$ cat src/rtl/spi_sample_sched.sv
// Periodic sampling scheduler: runs one SPI transaction per converter channel each sample period
// and publishes the whole frame at once. Optional transaction watchdog: define SCHED_TIMEOUT_EN.
module spi_sample_sched #(
    parameter int BITS           = 4,
    parameter int NCH            = 2,
    parameter int PERIOD_BITS    = 8,
    parameter int TIMEOUT_CYCLES = 64
) (
    input  logic                   clk,
    input  logic                   reset,
    input  logic [PERIOD_BITS-1:0] period,
    output logic                   spi_start,
    input  logic                   spi_cs,
    input  logic [BITS-1:0]        spi_data,
    output logic                   spi_miso,
    input  logic [NCH-1:0]         dev_miso,
    output logic [NCH-1:0]         dev_cs,
    output logic [NCH*BITS-1:0]    sample_data,
    output logic                   sample_valid,
    output logic                   overrun,
    output logic                   err
);

    localparam int CH_W = (NCH > 1) ? $clog2(NCH) : 1;

    typedef enum logic [2:0] {
        IDLE,
        START,
        WAIT_LOW,
        WAIT_HIGH,
        DONE
    } state_t;

    state_t                 state;
    logic [CH_W-1:0]        ch;
    logic [PERIOD_BITS-1:0] timer;
    logic                   tick;
    logic [NCH*BITS-1:0]    shadow;
    logic [NCH*BITS-1:0]    shadow_next;

`ifdef SCHED_TIMEOUT_EN
    localparam int WD_W = $clog2(TIMEOUT_CYCLES + 1);
    logic [WD_W-1:0] wd;
`endif

    // Sample timebase: compare against the live period so a new value applies at the next compare.
    assign tick = (period != '0) && (timer == (period - PERIOD_BITS'(1)));

    always_ff @(posedge clk) begin
        if (reset) begin
            timer <= '0;
        end else if (period == '0 || tick) begin
            timer <= '0;
        end else begin
            timer <= timer + PERIOD_BITS'(1);
        end
    end

    always_comb begin
        shadow_next = shadow;
        shadow_next[ch*BITS +: BITS] = spi_data;
    end

    // Results land in sample_data on entry to DONE, so data and valid are both visible during DONE.
    always_ff @(posedge clk) begin
        if (reset) begin
            state        <= IDLE;
            ch           <= '0;
            spi_start    <= 1'b0;
            sample_valid <= 1'b0;
            sample_data  <= '0;
            overrun      <= 1'b0;
`ifdef SCHED_TIMEOUT_EN
            wd           <= '0;
            err          <= 1'b0;
`endif
        end else begin
            spi_start    <= 1'b0;
            sample_valid <= 1'b0;
            if (tick && state != IDLE) begin
                overrun <= 1'b1;
            end
            case (state)
                IDLE: begin
                    if (tick) begin
                        ch        <= '0;
                        spi_start <= 1'b1;
                        state     <= START;
                    end
                end
                START: begin
                    state <= WAIT_LOW;
                end
                WAIT_LOW: begin
                    if (!spi_cs) begin
                        state <= WAIT_HIGH;
                    end
                end
                WAIT_HIGH: begin
                    if (spi_cs) begin
                        shadow <= shadow_next;
                        if (ch == CH_W'(NCH - 1)) begin
                            sample_data  <= shadow_next;
                            sample_valid <= 1'b1;
                            state        <= DONE;
                        end else begin
                            ch        <= ch + 1'b1;
                            spi_start <= 1'b1;
                            state     <= START;
                        end
                    end
                end
                DONE: begin
                    state <= IDLE;
                end
                default: begin
                    state <= IDLE;
                end
            endcase
`ifdef SCHED_TIMEOUT_EN
            // Watchdog overrides whatever the FSM decided this cycle and abandons the frame.
            if (state == START) begin
                wd <= '0;
            end else if (state == WAIT_LOW || state == WAIT_HIGH) begin
                if (wd == WD_W'(TIMEOUT_CYCLES - 1)) begin
                    state        <= IDLE;
                    ch           <= '0;
                    spi_start    <= 1'b0;
                    sample_valid <= 1'b0;
                    sample_data  <= sample_data;
                    err          <= 1'b1;
                end else begin
                    wd <= wd + 1'b1;
                end
            end
`endif
        end
    end

`ifndef SCHED_TIMEOUT_EN
    assign err = 1'b0;
`endif

    always_comb begin
        dev_cs = '1;
        if (state != IDLE) begin
            dev_cs[ch] = spi_cs;
        end
    end

    assign spi_miso = dev_miso[ch];

endmodule
$ cat config.mk
export PLATFORM = sky130hd
export DESIGN_NAME = spi_sample_sched
export DESIGN_NICKNAME = d
export VERILOG_FILES = /design/src/rtl/spi_sample_sched.sv
export SDC_FILE = /design/constraint.sdc
export NUM_CORES = 1
export LEC_CHECK = 0
export ABC_AREA = 1
export BUFFER_PORTS_ARGS = -buffer_cell sky130_fd_sc_hd__buf_2
export CORE_MARGIN = 5
export CORE_UTILIZATION = 25
export DETAILED_ROUTE_END_ITERATION = 8
export PLACE_DENSITY = 0.45
export SLEW_MARGIN = 10
export SYNTH_ARGS = -nofsm -noshare
export SYNTH_HDL_FRONTEND = slang
export SYNTH_SLANG_ARGS = --single-unit
$ cat constraint.sdc
create_clock -name clk -period 2.15 [get_ports clk]
set_input_delay 0.215 -clock clk [delete_from_list [all_inputs] [get_ports clk]]
set_output_delay 0.215 -clock clk [all_outputs]
set_load 0.02 [all_outputs]
**Word-level counts from Yosys, hierarchy flattened**

Index checks and enable logic that the tools add are counted.

- Logic and storage cells: 63
- Input port bits: 17
- Output and inout bits: 15
- Bits in registers: 31

- Eq/ne operators: 7
- Multiplexer cells: 20
- $add $sub $neg: 4
- Reductions and logical operators: 15
- Bitwise gates (word level): 5
- Magnitude comparators: 2
- Shift operators: 2

Operators with widths:

| operator | count |
|---|---|
| negator 3 -> 34 bit | 1 |
| variable shift 4 x 34 -> 8 bit (first input constant) | 1 |
| indexed part select 4 x 34 -> 8 bit | 1 |
| two-way mux 3 bit | 4 |
| case mux 3 bit (4 select lines) | 1 |
| AND reduction 3 bit | 4 |
| two-way mux 1 bit | 10 |
| adder 8 x 1 -> 8 bit (second input constant) | 1 |
| bitwise mux 8 bit | 1 |
| equality test 8 bit | 1 |
| logical NOT 8 bit | 1 |
| nonzero test 8 bit | 1 |
| subtractor 8 x 1 -> 8 bit (second input constant) | 1 |
| equality test 3 x 2 -> 1 bit (second input constant) | 2 |
| != test 2 bit (second input constant) | 3 |
| case mux 1 bit (2 select lines) | 2 |
| equality test 3 x 1 -> 1 bit (second input constant) | 1 |
| logical AND 1 bit | 3 |
| logical NOT 3 bit | 1 |
| inverter 1 bit | 3 |
| nonzero test 3 bit | 1 |
| OR reduction 3 bit | 1 |
| less-than comparator 1 x 2 -> 1 bit (second input constant) | 1 |
| two-way mux 2 bit | 1 |
| 8 further kinds | 8 |

**Logic depth before layout (Yosys ltp)**

- Depth after elaboration: 7
- Gate-level depth with buffers: 15
- Gate-level depth less buffers: 15

**Worst setup path before layout**

Ideal clock, no wire load.

- Path type: input to register
- From: in period[0]
- To: reg ch
- Cell stages on the path: 12
- Path slack: 0.674 ns
- Data required time: 2.036 ns
- Arrival: 1.363 ns
- Buffers on the path: 0
- Setup time: 0.114 ns
- Path through: inv_1 -> ha_1 -> xor2_1 -> nand2_1 -> nor2_2 -> nand2_1 -> nor2_2 -> nand4_2 -> nand2_2 -> nand3_1 -> nand3_1 -> nand2_1

- Word-level cells in the longest chain between the ends: 5
- Elaborated cells on any way between the ends: 6
- Classes of those cells: add/sub (1); eq/ne (2); reduce/logical (3)

Ends and longest elaborated chain:

| element | line | text |
|---|---|---|
| start: declaration | 11 | `input logic [PERIOD_BITS-1:0] period,` |
| subtractor 8 x 1 -> 8 bit | 47 | `assign tick = (period != '0) && (timer == (period - PERIOD_BITS'(1)));` |
| equality test 8 bit | 47 |  |
| logical AND 1 bit (*) | 47 |  |
| != test 2 bit (no line) (*) | - |  |
| AND reduction 3 bit (no line) (*) | - |  |
| end signal: assignment | 107 | `ch <= ch + 1'b1;` |
| end: declaration | 35 | `logic [CH_W-1:0] ch;` |

Every way passes the cells marked *; elsewhere a longest branch is shown, timed or not.
A chain may end at the register's enable or synchronous reset.

**Worst setup path in the final report**

- From: reg state[2]
- To: reg sample_data[2]

- Word-level cells in the longest chain between the ends: 2

Ends and longest elaborated chain:

| element | line | text |
|---|---|---|
| start: declaration | 34 | `state_t state;` |
| start signal: assignment | 67 | `state <= IDLE;` |
| start signal: assignment | 88 | `state <= START;` |
| start signal: assignment | 92 | `state <= WAIT_LOW;` |
| equality test 3 x 2 -> 1 bit | 83 | `case (state)` |
| AND reduction 3 bit (no line) | - |  |
| end signal: assignment | 103 | `sample_data <= shadow_next;` |
| end: declaration | 18 | `output logic [NCH*BITS-1:0] sample_data,` |

No other way between the ends.

==> flow_summary_export.csv <==
group,metric,value,unit
status,status,"finished clean",
floorplan,die_height,86.3,um
place,dp.cells,303,
cts,postCtsResizedCells,0,
drt,drt-total-wl,3170,um
pwr,p_leak,0.768,nW
cells_and_area,nets,255,
worst_setup_path,cp_slowest_stage_delay,0.32,ns
sta,clock.fmax,659,MHz
sta,rsz0062_at_grt,"false",
global_route,gr-usage-all-layers,8.74,%
floorplan,die_w,86.3,um
pwr,seqPwrFrac,53.2,%
worst_setup_path,r2r_cells,10,
drt,drc,0,
drt,wl_per_cell,10.3,um
place,dpl_worst_slack,0.417,ns
floorplan,die-area,0.00745,mm2
sta,final.min_clock_period,1.52,ns
cts,cts_made_buffers,3,
cts,ctsLongestPathBuffers,2,
cells_and_area,postLayoutCellArea,0.00172,mm2
worst_setup_path,path_class,"reg2reg",
pwr,p_switching,286,uW
worst_setup_path,cp_top_family,"simple AND/OR/NAND/NOR gates",
sta,finalSetupTns,0,ns
yosys,synth-seq-area-share,39.9,%
global_route,first_global_vias,1174,
drt,routed_via_density,4.07,
place,dp_hpwl,2500,um
floorplan,core-area,0.00557,mm2
floorplan,start_util,26.1,%
global_route,overflow,0,
sta,drv_slew,0,
hold_path,hold_path.startpoint,"spi_data[1]",
drt,vias,1248,
hold_path,hp-class,"in2reg",
cells_and_area,syn2layout_area_growth,18.3,%
global_route,antenna_found_initial,0,
worst_setup_path,critPathMostFrequentCell,"inv_1",
place,portBuffers,30,
sta,holdWs,0.189,ns
drt,drtIter0Drc,43,
worst_setup_path,end_kind,"flip-flop",
sta,worst_slack,0.632,ns
floorplan,pin_count,32,
hold_path,whs_path_depth,3,
yosys,yosysWarnings,0,
yosys,synth_edf_count,4,
pwr,p_int,719,uW
yosys,synth_ff_type,"dfxtp_1",
pwr,switching_share,28.5,%
worst_setup_path,crit_required,2.31,ns
pwr,irDropWorstVdd,0.000260,V
place,postPlaceCellArea,0.00167,mm2
cts,cts_hold_buffers,0,
cts,h-tree-depth,1,
cts,cts.sinks,27,
sta,setup_violations,0,
worst_setup_path,rr_endpoint,"sample_data[2]$_SDFFE_PP0P_",
global_route,grt_max_degree,17,
cts,clk_latency,0.28,ns
worst_setup_path,cp.arrival,1.68,ns
sta,fin_crit_sh,70.6,%
yosys,synth.avg_cell_area,7.07,um2
hold_path,whs_endpoint,"sample_data[5]$_SDFFE_PP0P_",
pwr,clkPwrFrac,30.1,%
yosys,synth_area,0.00146,mm2
cells_and_area,drive_gt1_share,24.7,%
worst_setup_path,rrSetupSlack,0.63,ns
drt,final_antenna_net_count,0,
sta,skew,0.00535,ns
yosys,synth.distinct_cells,28,
cells_and_area,n_antenna_cell,0,
yosys,async_reset_ff_share,0,%
worst_setup_path,critPathSlowestCell,"dfxtp_1",
yosys,syn-num-nets,225,
pwr,power_density,584,mW/mm2
pwr,p_comb_share,16.7,%
cells_and_area,final_cells,307,
worst_setup_path,crit_path_cell_trace,"inv_1 > nand2_1 > nor2_1 > inv_1 > nor2_2 > inv_2 > nor2_4 > inv_1 > nand2_1 > a21oi_1",
yosys,syn_inst,206,
floorplan,row_count,27,
cells_and_area,final_common_cell,"nand2_1",
cells_and_area,finalCoreUtilization,30.9,%
drt,first_pass_iters,4,
yosys,yosys_register_bits,27,
global_route,grt_pass1_wl,5280,um
cts,tritoncts,"done",
flow_run,maxCapViolCount,0,
worst_setup_path,crit_path_max_fanout,13,
cts,path_clk_slew,0.10,ns
worst_setup_path,crit_cells,10,
sta,hold_violations,0,
cells_and_area,final_cell_mix,"nand2_1, buf_2, nor2_1",
worst_setup_path,startpoint_type,"flip-flop",
pwr,p_total,1.01,mW
cts,clockRootBuffer,"clkbuf_8",
worst_setup_path,startpoint,"state[2]$_SDFFE_PP0P_",
worst_setup_path,r2r-start,"state[2]$_SDFFE_PP0P_",
place,place.gp.congestion,0.780,
worst_setup_path,cp_num_buf_inv,4,
cts,cts_setup_buffers,0,
cells in the mapped netlist (4+ instances only):
master / n / area (um2)
a21oi_1: 6 / 30.0
a211oi_1: 4 / 30.0
clkbuf_1: 4 / 15.0
inv_2: 6 / 22.5
edfxtp_1: 4 / 120
nand2_1: 52 / 195
nand3_1: 13 / 65.1
o21ai_0: 5 / 25.0
dfxtp_1: 23 / 460
nor2_1: 29 / 109
inv_1: 27 / 101
nor2_2: 6 / 37.5
xor2_1: 6 / 52.6
worst max-delay path by stage:
stage                                   to
2_1_floorplan              ch$_SDFFE_PP0P_
3_3_place_gp               ch$_SDFFE_PP0P_
3_5_place_dp               ch$_SDFFE_PP0P_
4_1_cts        sample_data[1]$_SDFFE_PP0P_
5_1_grt        sample_data[0]$_SDFFE_PP0P_
6_report       sample_data[2]$_SDFFE_PP0P_
power groups by stage:
stage               combinational, mW  sequential, mW  clock, mW
floorplan                       0.126           0.545          0
global placement                0.172           0.547          0
detailed placement              0.169           0.547          0
CTS                             0.170           0.535      0.313
global route                    0.196           0.538      0.336
finish                          0.168           0.535      0.303
flip-flops by register name, indices dropped and copies added (netlist names):
| name | count |
|---|---|
| ch | 1 |
| overrun | 1 |
| sample_data | 8 |
| sample_valid | 1 |
| shadow | 4 |
| spi_start | 1 |
| state | 3 |
| timer | 8 |
cell type report:
type / instances / area [um2]
clock inverters: 1 / 7.51
fillers: 620 / 3850
flip-flops and latches: 27 / 581
repair buffers: 31 / 158
inverters: 33 / 124
well taps: 72 / 90.1
multi-input cells: 140 / 722
clock buffers: 3 / 41.3
routing by layer:
metal  routed length [um]  track usage, %
met1                 1710            13.0
met2                 1330            12.7
met3                   92            1.43
met4                   34            2.97
met5                    0               0
logic make-up (layout without fill, tap and decap cells):
family,count (synthesis),in the layout,synth area share [%]
AND/OR/NAND/NOR,110,110,34.8
flip-flops,27,27,39.9
adder cells (fa/ha/maj),2,2,1.72
other,1,1,0.257
buffers and inverters,39,68,10.6
XOR/XNOR,7,7,4.21
AO/OA/AOI/OAI,20,20,8.59
worst reg2reg max path, cell delays in order (launching register included):
cell     delay [ns]
dfxtp_1        0.32
inv_1          0.06
nand2_1        0.07
nor2_1         0.12
inv_1          0.07
nor2_2         0.11
inv_2          0.06
nor2_4         0.24
inv_1          0.18
nand2_1        0.09
a21oi_1        0.06
Note: power is estimated with default switching activity, not from simulation.
